File: config.mk
export PLATFORM = sky130hd
export DESIGN_NAME = debug_command_unit_flat
export DESIGN_NICKNAME = d
export VERILOG_FILES = /design/src/rtl/debug_pkg.sv /design/src/rtl/debug_command_unit_if.sv /design/src/rtl/debug_word_serializer.sv /design/src/rtl/debug_command_unit.sv /design/src/flat_wrapper.sv
export SDC_FILE = /design/constraint.sdc
export NUM_CORES = 1
export LEC_CHECK = 0
export CAP_MARGIN = 20
export CELL_PAD_IN_SITES_DETAIL_PLACEMENT = 1
export CELL_PAD_IN_SITES_GLOBAL_PLACEMENT = 2
export CORE_MARGIN = 5
export CORE_UTILIZATION = 38
export CTS_BUF_LIST = sky130_fd_sc_hd__clkbuf_4 sky130_fd_sc_hd__clkbuf_8
export DETAILED_ROUTE_END_ITERATION = 16
export DONT_BUFFER_PORTS = 1
export GPL_TIMING_DRIVEN = 0
export PLACE_DENSITY_LB_ADDON = 0.1
export SYNTH_ARGS = -nofsm -noshare
export SYNTH_HDL_FRONTEND = slang
export SYNTH_HIERARCHICAL = 1
export SYNTH_SLANG_ARGS = --single-unit
File: constraint.sdc
create_clock -name clock -period 2.9 [get_ports clock]
set_clock_uncertainty 0.05 [all_clocks]
set_input_delay 0.87 -clock clock [delete_from_list [all_inputs] [get_ports clock]]
set_output_delay 0.87 -clock clock [all_outputs]
set_load 0.02 [all_outputs]
File: src/rtl/debug_pkg.sv
// rtl/debug_pkg.sv - command/response codes, FSM state encoding and byte helper for debug_command_unit
package debug_pkg;

  localparam logic [7:0] CMD_STEP = 8'h53;
  localparam logic [7:0] CMD_RUN  = 8'h43;
  localparam logic [7:0] CMD_DUMP = 8'h44;
  localparam logic [7:0] CMD_HALT = 8'h48;

  localparam logic [7:0] RSP_STEP = 8'h53;
  localparam logic [7:0] RSP_END  = 8'h45;
  localparam logic [7:0] RSP_HALT = 8'h48;
  localparam logic [7:0] RSP_ERR  = 8'h3F;
  localparam logic [7:0] RSP_EOL  = 8'h0A;

  typedef enum logic [3:0] {
    ST_IDLE,
    ST_DECODE,
    ST_STEP,
    ST_RUN,
    ST_DONE_RSP,
    ST_HALT_RSP,
    ST_ERR_RSP,
    ST_DUMP_WAIT,
    ST_DUMP_SEND,
    ST_EOL
  } state_t;

  // Byte n of a word, counted from the most significant end.
  function automatic logic [7:0] word_byte(input logic [31:0] w, input logic [1:0] n);
    logic [7:0] b;
    case (n)
      2'd0:    b = w[31:24];
      2'd1:    b = w[23:16];
      2'd2:    b = w[15:8];
      default: b = w[7:0];
    endcase
    return b;
  endfunction

endpackage

File: src/rtl/debug_command_unit_if.sv
// rtl/debug_command_unit_if.sv - UART FIFO and datapath debug signals of debug_command_unit
interface debug_command_unit_if #(
  parameter int IDX_W = 5
);
  logic [7:0]       rx_data;
  logic             rx_available;
  logic             rx_read;
  logic [7:0]       tx_data;
  logic             tx_write;
  logic             pipe_enable;
  logic             program_done;
  logic [IDX_W-1:0] dump_index;
  logic [31:0]      dump_data;
  logic             busy;

  modport master (
    input  rx_data, rx_available, program_done, dump_data,
    output rx_read, tx_data, tx_write, pipe_enable, dump_index, busy
  );

  modport slave (
    output rx_data, rx_available, program_done, dump_data,
    input  rx_read, tx_data, tx_write, pipe_enable, dump_index, busy
  );
endinterface

File: src/rtl/debug_word_serializer.sv
// rtl/debug_word_serializer.sv - emits a 32-bit word as 4 bytes MSB-first on consecutive cycles
module debug_word_serializer
  import debug_pkg::*;
(
  input  logic        clock,
  input  logic        reset,
  input  logic        i_start,
  input  logic [31:0] i_word,
  output logic [7:0]  o_data,
  output logic        o_valid,
  output logic        o_done,
  output logic        o_busy
);

  logic        r_active;
  logic [1:0]  r_cnt;
  logic [31:0] r_word;

  always_ff @(posedge clock) begin
    if (reset) begin
      r_active <= 1'b0;
      r_cnt    <= 2'd0;
      r_word   <= 32'd0;
    end else if (i_start && !r_active) begin
      r_active <= 1'b1;
      r_cnt    <= 2'd1;
      r_word   <= i_word;
    end else if (r_active) begin
      r_active <= (r_cnt != 2'd3);
      r_cnt    <= r_cnt + 2'd1;
    end
  end

  // Byte 0 goes out combinationally in the start cycle so a word costs exactly 4 cycles.
  assign o_data  = r_active ? word_byte(r_word, r_cnt) : word_byte(i_word, 2'd0);
  assign o_valid = r_active | i_start;
  assign o_done  = r_active && (r_cnt == 2'd3);
  assign o_busy  = r_active;

endmodule

File: src/rtl/debug_command_unit.sv
// rtl/debug_command_unit.sv - host debug command unit: step/run/halt of the datapath and state dump over UART
// Optional cycle-counter word appended to each dump: DEBUG_CYCLE_COUNT_EN
module debug_command_unit
  import debug_pkg::*;
#(
  parameter int DUMP_WORDS = 8,
  parameter int IDX_W      = 5
) (
  input logic                  clock,
  input logic                  reset,
  debug_command_unit_if.master bus
);

  state_t         r_state, w_next;
  logic [7:0]     r_cmd;
  logic [IDX_W:0] r_idx;
  logic           r_step_phase;
  logic           r_from_run;

  logic           w_rx_read, w_tx_write, w_pipe_enable;
  logic [7:0]     w_tx_data;
  logic           w_ser_start, w_ser_valid, w_ser_done, w_ser_busy;
  logic [7:0]     w_ser_data;
  logic [31:0]    w_ser_word;
  logic           w_last_word;

`ifdef DEBUG_CYCLE_COUNT_EN
  localparam logic [IDX_W:0] LAST_IDX = (IDX_W+1)'(DUMP_WORDS);

  logic [31:0] r_cycles, r_cycles_snap;

  // Snapshot on dump entry (any entry except looping back from DUMP_SEND).
  always_ff @(posedge clock) begin
    if (reset) begin
      r_cycles      <= 32'd0;
      r_cycles_snap <= 32'd0;
    end else begin
      if (w_pipe_enable)
        r_cycles <= r_cycles + 32'd1;
      if (w_next == ST_DUMP_WAIT && r_state != ST_DUMP_SEND)
        r_cycles_snap <= r_cycles;
    end
  end

  assign w_ser_word = (r_idx == LAST_IDX) ? r_cycles_snap : bus.dump_data;
`else
  localparam logic [IDX_W:0] LAST_IDX = (IDX_W+1)'(DUMP_WORDS - 1);

  assign w_ser_word = bus.dump_data;
`endif

  assign w_last_word = (r_idx == LAST_IDX);
  assign w_ser_start = (r_state == ST_DUMP_SEND) && !w_ser_busy;

  debug_word_serializer u_ser (
    .clock   (clock),
    .reset   (reset),
    .i_start (w_ser_start),
    .i_word  (w_ser_word),
    .o_data  (w_ser_data),
    .o_valid (w_ser_valid),
    .o_done  (w_ser_done),
    .o_busy  (w_ser_busy)
  );

  always_ff @(posedge clock) begin
    if (reset) r_state <= ST_IDLE;
    else       r_state <= w_next;
  end

  always_comb begin
    w_next = r_state;
    case (r_state)
      ST_IDLE:      if (bus.rx_available) w_next = ST_DECODE;
      ST_DECODE: begin
        case (r_cmd)
          CMD_STEP: w_next = ST_STEP;
          CMD_RUN:  w_next = bus.program_done ? ST_DONE_RSP : ST_RUN;
          CMD_DUMP: w_next = ST_DUMP_WAIT;
          CMD_HALT: w_next = ST_HALT_RSP;
          default:  w_next = ST_ERR_RSP;
        endcase
      end
      ST_STEP:      if (r_step_phase) w_next = ST_DUMP_WAIT;
      ST_RUN: begin
        if (bus.program_done)
          w_next = ST_DONE_RSP;
        else if (bus.rx_available && bus.rx_data == CMD_HALT)
          w_next = ST_HALT_RSP;
      end
      ST_DONE_RSP:  w_next = ST_DUMP_WAIT;
      ST_HALT_RSP:  w_next = r_from_run ? ST_DUMP_WAIT : ST_IDLE;
      ST_ERR_RSP:   w_next = ST_IDLE;
      ST_DUMP_WAIT: w_next = ST_DUMP_SEND;
      ST_DUMP_SEND: if (w_ser_done) w_next = w_last_word ? ST_EOL : ST_DUMP_WAIT;
      ST_EOL:       w_next = ST_IDLE;
      default:      w_next = ST_IDLE;
    endcase
  end

  always_comb begin
    w_rx_read     = 1'b0;
    w_tx_write    = 1'b0;
    w_tx_data     = 8'h00;
    w_pipe_enable = 1'b0;
    case (r_state)
      ST_IDLE:      w_rx_read = bus.rx_available;
      ST_STEP: begin
        w_pipe_enable = !r_step_phase;
        w_tx_write    = r_step_phase;
        w_tx_data     = r_step_phase ? RSP_STEP : 8'h00;
      end
      ST_RUN: begin
        w_pipe_enable = 1'b1;
        w_rx_read     = bus.rx_available;
      end
      ST_DONE_RSP:  begin w_tx_write = 1'b1; w_tx_data = RSP_END;  end
      ST_HALT_RSP:  begin w_tx_write = 1'b1; w_tx_data = RSP_HALT; end
      ST_ERR_RSP:   begin w_tx_write = 1'b1; w_tx_data = RSP_ERR;  end
      ST_DUMP_SEND: begin w_tx_write = w_ser_valid; w_tx_data = w_ser_data; end
      ST_EOL:       begin w_tx_write = 1'b1; w_tx_data = RSP_EOL;  end
      default: ;
    endcase
  end

  always_ff @(posedge clock) begin
    if (reset) begin
      r_cmd        <= 8'h00;
      r_idx        <= '0;
      r_step_phase <= 1'b0;
      r_from_run   <= 1'b0;
    end else begin
      if (r_state == ST_IDLE && bus.rx_available)
        r_cmd <= bus.rx_data;
      r_step_phase <= (r_state == ST_STEP) && !r_step_phase;
      if (r_state != ST_HALT_RSP)
        r_from_run <= (r_state == ST_RUN);
      if (r_state == ST_DUMP_SEND && w_ser_done)
        r_idx <= w_last_word ? '0 : r_idx + 1'b1;
    end
  end

  // Combinational strobes are masked during reset so an abort emits nothing.
  assign bus.rx_read     = w_rx_read & ~reset;
  assign bus.tx_write    = w_tx_write & ~reset;
  assign bus.tx_data     = w_tx_data;
  assign bus.pipe_enable = w_pipe_enable & ~reset;
  assign bus.dump_index  = r_idx[IDX_W-1:0];
  assign bus.busy        = (r_state != ST_IDLE) & ~reset;

endmodule

File: src/flat_wrapper.sv
// flat-port wrapper written by rule: the top's interface ports become plain ports
module debug_command_unit_flat import debug_pkg::*;
#(
  parameter int DUMP_WORDS = 8,
  parameter int IDX_W      = 5
)
  (clock, reset, bus_rx_data, bus_rx_available, bus_program_done, bus_dump_data, bus_rx_read, bus_tx_data, bus_tx_write, bus_pipe_enable, bus_dump_index, bus_busy);
  debug_command_unit_if #(.IDX_W(IDX_W)) bus_i ();
  input logic clock;
  input logic reset;
  input wire logic [$bits(bus_i.rx_data)-1:0] bus_rx_data;
  input wire logic [$bits(bus_i.rx_available)-1:0] bus_rx_available;
  input wire logic [$bits(bus_i.program_done)-1:0] bus_program_done;
  input wire logic [$bits(bus_i.dump_data)-1:0] bus_dump_data;
  output wire logic [$bits(bus_i.rx_read)-1:0] bus_rx_read;
  output wire logic [$bits(bus_i.tx_data)-1:0] bus_tx_data;
  output wire logic [$bits(bus_i.tx_write)-1:0] bus_tx_write;
  output wire logic [$bits(bus_i.pipe_enable)-1:0] bus_pipe_enable;
  output wire logic [$bits(bus_i.dump_index)-1:0] bus_dump_index;
  output wire logic [$bits(bus_i.busy)-1:0] bus_busy;
  assign bus_i.rx_data = bus_rx_data;
  assign bus_i.rx_available = bus_rx_available;
  assign bus_i.program_done = bus_program_done;
  assign bus_i.dump_data = bus_dump_data;
  assign bus_rx_read = bus_i.rx_read;
  assign bus_tx_data = bus_i.tx_data;
  assign bus_tx_write = bus_i.tx_write;
  assign bus_pipe_enable = bus_i.pipe_enable;
  assign bus_dump_index = bus_i.dump_index;
  assign bus_busy = bus_i.busy;
  debug_command_unit #(.DUMP_WORDS(DUMP_WORDS), .IDX_W(IDX_W)) u_core (.clock(clock), .reset(reset), .bus(bus_i));
endmodule
# Word level (Yosys, flattened, before mapping)
# Cells that the tools add are included.
dict set report word_totals {
  out_inout_bits 17
  elab_cells 80
  register_bits 55
  inputBits 44
}
dict set report op_classes {
  n_eq_ne 24
  n_reduce_logical 17
  mux 22
  add_sub_neg 2
  n_bitwise 6
}
# cell count
set op_table {}
lappend op_table {{$pmux 8 s6} 1}
lappend op_table {{$eq 8x7->1 const B} 5}
lappend op_table {{$pmux 4 s8} 1}
lappend op_table {{$mux 4} 6}
lappend op_table {{$pmux 8 s3} 1}
lappend op_table {{$eq 4x3->1 const B} 4}
lappend op_table {{$pmux 4 s4} 1}
lappend op_table {{$eq 4x2->1 const B} 2}
lappend op_table {{$eq 4x4->1 const B} 2}
lappend op_table {{$mux 8} 1}
lappend op_table {{$logic_and 1x1->1} 7}
lappend op_table {{$mux 7} 1}
lappend op_table {{$add 6x1->6 const B} 1}
lappend op_table {{$eq 6x3->1 const B} 1}
lappend op_table {{$mux 3} 2}
lappend op_table {{$mux 6} 1}
lappend op_table {{$mux 1} 5}
lappend op_table {{$and 1x1->1} 4}
lappend op_table {{$eq 2x2->1 const B} 2}
lappend op_table {{$eq 4x1->1 const B} 1}
lappend op_table {{$logic_not 4->1} 1}
lappend op_table {{$ne 2x1->1 const B} 2}
lappend op_table {{$ne 2x2->1 const B} 2}
lappend op_table {{$ne 4x3->1 const B} 1}
lappend op_table {{14 further kinds} 16}

# Depth between registers and ports, before layout
dict set report depth {
  word_depth 5
  mapped_depth 8
}

# Modules after synthesis
# Netlist, hierarchy kept.
# mod area_per_inst_um2 seq_area_each_um2 n_inst cells_per_inst
set modules_own_cells {}
lappend modules_own_cells {debug_word_serializer 1636.6 700.7 1 208}
lappend modules_own_cells {debug_command_unit 1345.0 400.4 1 174}

# Least setup slack after synthesis
# No wires, ideal clock.
dict set report synth_path {
  path_kind {input-to-output}
  from {input reset}
  to {output bus_pipe_enable}
  arrival_ps 2140
  cell_stages 2
  t_required_ps 1980
  setup_slack_ps -160
  cell_sequence {clkbuf_1 > a2111oi_0}
}
dict set report synth_via {
  elab_chain_len 2
}
# item line_no
set synth_lines {}
lappend synth_lines {{from (decl)} flat_wrapper.sv:10} ;# input logic reset;
lappend synth_lines {{$not 1->1} debug_command_unit.sv:147} ;# assign bus.pipe_enable = w_pipe_enable & ~reset;
lappend synth_lines {{$and 1x1->1} debug_command_unit.sv:147}
lappend synth_lines {{to (decl)} flat_wrapper.sv:18} ;# output wire logic [$bits(bus_i.pipe_enable)-1:0] bus_pipe_enable;
# Every way passes these cells.

# Final worst setup path
dict set report layout_path {
  from {register u_core.u_ser.r_cnt[0]}
  to {output bus_tx_data[6]}
}
dict set report layout_via {
  elab_chain_len 4
  word_cells_on_any_way 6
  cone_classes {eq/ne (2); mux (3); reduce/logical (1)}
}
# item line_no
set layout_lines {}
lappend layout_lines {{from (decl)} debug_word_serializer.sv:16} ;# logic [1:0] r_cnt;
lappend layout_lines {{from (signal assigned)} debug_word_serializer.sv:30} ;# r_cnt <= r_cnt + 2'd1;
lappend layout_lines {{$eq 2x2->1 (tied with other cells)} debug_pkg.sv:31} ;# case (n)
lappend layout_lines {{$pmux 8 s3 *} debug_pkg.sv:31}
lappend layout_lines {{$mux 8 *} debug_word_serializer.sv:35} ;# assign o_data = r_active ? word_byte(r_word, r_cnt) : word_byte(i_word, 2'd0);
lappend layout_lines {{via u_core.w_ser_data[6]} debug_command_unit.sv:23} ;# logic [7:0] w_ser_data;
lappend layout_lines {{$pmux 8 s6 *} debug_command_unit.sv:106} ;# case (r_state)
lappend layout_lines {{to (decl)} flat_wrapper.sv:16} ;# output wire logic [$bits(bus_i.tx_data)-1:0] bus_tx_data;
# The timed path passes the listed nets; every way through them passes the cells marked *.

==> flow_summary.ini <==
[run_status]
status = finished, final reports clean

[floorplan]
io_pins = 61
die_y_microns = 98.58
initial_core_util_pct = 38.79
core-area_sq_um = 7687
rows = 32
dieWidth_microns = 98.58
die_area_sq_um = 9718

[route]
routed_wl_microns = 8806
drt_iter0_drc = 51
detail_route.wl_per_cell_microns = 17.75
antenna_left = 0
vias = 2654
drc = 0
via_per_inst = 5.351
first_pass_iters = 4

[yosys]
syn_area_sq_um = 2982
ys_async_sr_fraction_pct = 0
syn_nets = 432
ys_seq_elements = 55
synth_edf_count = 0
ys_types = 52
netlist.area_leader.share_pct = 36.93
synthCells = 382
ys_warn_count = 6
ys.flop_type = dfxtp_1
synth_area_leaders = dfxtp_1 37%, nand2_1 9.8%, a21oi_1 6.7%, nor2_1 4.0%, buf_6 3.0%
syn_area_per_cell_sq_um = 7.805
seq_area_frac_synth_pct = 36.93
synth_area_leader_cell = dfxtp_1

[global_routing]
antenna_found_initial = 0
top_usage_layer = met2
grt_pass1_vias = 2666
grt_usage_pct = 17.72
grt_max_degree = 17
gr-total-overflow = 0
met1_usage_pct = 21.83
grt_pass1_wl_microns = 13950
grt.met3_usage_pct = 3.751
grt_util_met2_pct = 31.88

[layout]
n_antenna_cell = 0
multi_input_area_sq_um = 1784
drive_gt1_share_pct = 20.56
seq_area_sq_um = 1111
syn_to_final_growth_pct = 14.98
layout_common_cells = 78 x nand2_1, 51 x dfxtp_1, 37 x a21oi_1
fillers = 961
utilization_pct = 44.60
finish.net_count = 443
layout_commonest_cell = nand2_1

[worst_hold_path]
hp-class = reg -> reg
holdPathStages = 2

[clock_network]
cts_buffer_depth = 2
numCtsBuffers = 5
cts.sinks = 55
cts-htree-levels = 2
cts_tree = built
clock_latency_ps = 310
cts.clk_slew.worst_paths_ps = 110
cts-root-buf = clkbuf_8

[power]
p_leak_nw = 1.154
ir_drop_uv = 166.5
pwr_density_cell_nw_per_um2 = 586.6

[critical_path]
crit_arrival_ps = 1920
worstPathMaxFanout = 6
cp.depth = 8
critPathRequiredTime_ps = 1980
start_kind = flop
cp.buffers_inverters = 1
cp_top_family = compound AO/OA/AOI/OAI gates
rr_worst_depth = 7
slowest_stage = dfxtp_4
path_class = reg -> out
cp-end-kind = output pin
path_cells = ha_4 > buf_6 > nand3b_1 > o21ai_2 > a31oi_4 > and3_4 > a21oi_2 > o32ai_4
critPathMaxStageDelay_ps = 390

[sta]
rsz0062_at_grt = true
relSlewSlack_pct = 62.62
finalCritPeriodShare_pct = 98.07
hold_viol = 0
slew_viol_final = 0
timing.setup.tns_ps = 0
setup_viol = 0
tightest_slew_ps = 560.8
max_freq_ghz = 0.3516
finalCriticalPeriod_ps = 2844

[place]
hpwlAfterDp_microns = 6574
portBuffers = 0
place_congestion = 0.8416

[job]
drv_cap = 0
[per-layer routing]
| metal | part of all wire, % | vias up | routed length [microns] |
|---|---|---|---|
| li1 | - | 1342 | - |
| met1 | 44 | 1273 | 3911 |
| met2 | 51 | 34 | 4492 |
| met3 | 3.9 | 5 | 347 |
| met4 | 0.61 | 0 | 54 |
| met5 | 0 | - | 0 |
[layout make-up]
| cell class | count | area share, % |
|---|---|---|
| Multi-Input combinational cell | 284 | 52.04 |
| Sequential cell | 55 | 32.41 |
| Buffer | 30 | 6.460 |
| Tap cell | 102 | 3.723 |
| Clock buffer | 7 | 2.445 |
| Timing Repair Buffer | 8 | 1.679 |
| Inverter | 9 | 0.9854 |
| Clock inverter | 1 | 0.2555 |
[metrics by stage]
step           hold WS, ps  total power [mW]  setup slack, ps  cell area (sq um)  cells
2_1_floorplan        381.1             1.357            86.69               2983    382
3_3_place_gp         392.8             1.489           -323.3               3110    484
3_5_place_dp         396.4             1.497           -351.4               3110    484
4_1_cts              411.5             2.000           -124.3               3278    489
5_1_grt              437.3             2.134           -17.45               3428    496
6_report             405.6             2.011            55.86               3428    496
[power by group]
group	total [mW]	switching [mW]	internal [mW]
clock	0.450	0.256	0.194
combinational	0.709	0.446	0.263
sequential	0.852	0.0478	0.804
total	2.01	0.750	1.26
[Yosys cell counts, types with 3 or more instances]
library cell and instances:
nor2b_1 3, a21oi_1 40, o21ai_0 17, o32ai_1 3, buf_4 6, nand3b_1 9
buf_6 8, clkbuf_1 6, ha_1 6, nand2b_1 5, o22ai_1 3, a21oi_2 9
inv_1 9, nand3_1 7, nor2_1 32, buf_2 10, nor3_1 6, a22oi_1 10
nand2_1 78, xnor2_1 3, buf_1 3, dfxtp_1 55, mux2i_1 8, a31oi_1 10
[worst min-delay path, stage by stage, from the launching register on]
cell and delay, ps:
dfxtp_1 320, nand2_1 50, a21oi_1 50
[final timing paths]
check,startpoint,to,slack [ps]
hold reg to reg,u_core/u_ser/r_word[0]$_SDFFE_PP0P_,u_core/u_ser/r_word[0]$_SDFFE_PP0P_,410
setup reg to reg,u_core/u_ser/o_busy$_SDFF_PP0_,u_core/r_state[3]$_SDFFE_PP0P_,820
hold / removal,u_core/u_ser/r_word[0]$_SDFFE_PP0P_,u_core/u_ser/r_word[0]$_SDFFE_PP0P_,410
setup / recovery,u_core/u_ser/r_cnt[0]$_SDFFE_PP0P_,bus_tx_data[6],60
[kinds of logic after synthesis]
family                   after synthesis  share of synthesized area [%]
adder cells (fa/ha/maj)                6                          2.518
XOR/XNOR                               4                          1.175
buffers and inverters                 43                          8.644
flip-flops                            55                          36.93
multiplexers                           9                          3.063
AO/OA/AOI/OAI                        103                          21.44
AND/OR/NAND/NOR                      162                          26.23
[registers in the layout, summed over array words and instances, names as in the netlist]
register,count
u_core/u_ser/o_busy,1
u_core/r_cmd,8
u_core/r_state,4
u_core/u_ser/r_word,32
u_core/r_step_phase,1
u_core/u_ser/r_cnt,2
u_core/r_idx,6
u_core/r_from_run,1
[timing repair]
action / CTS / global route
buffers inserted: 0 / 7
resized for setup: 19 / 27
pin swaps: 2 / 9
hold buffers: 0 / 0
gates cloned: 0 / 1
endpoints found under the setup margin: 11 / 9
Note: power is estimated with default switching activity, not from simulation.
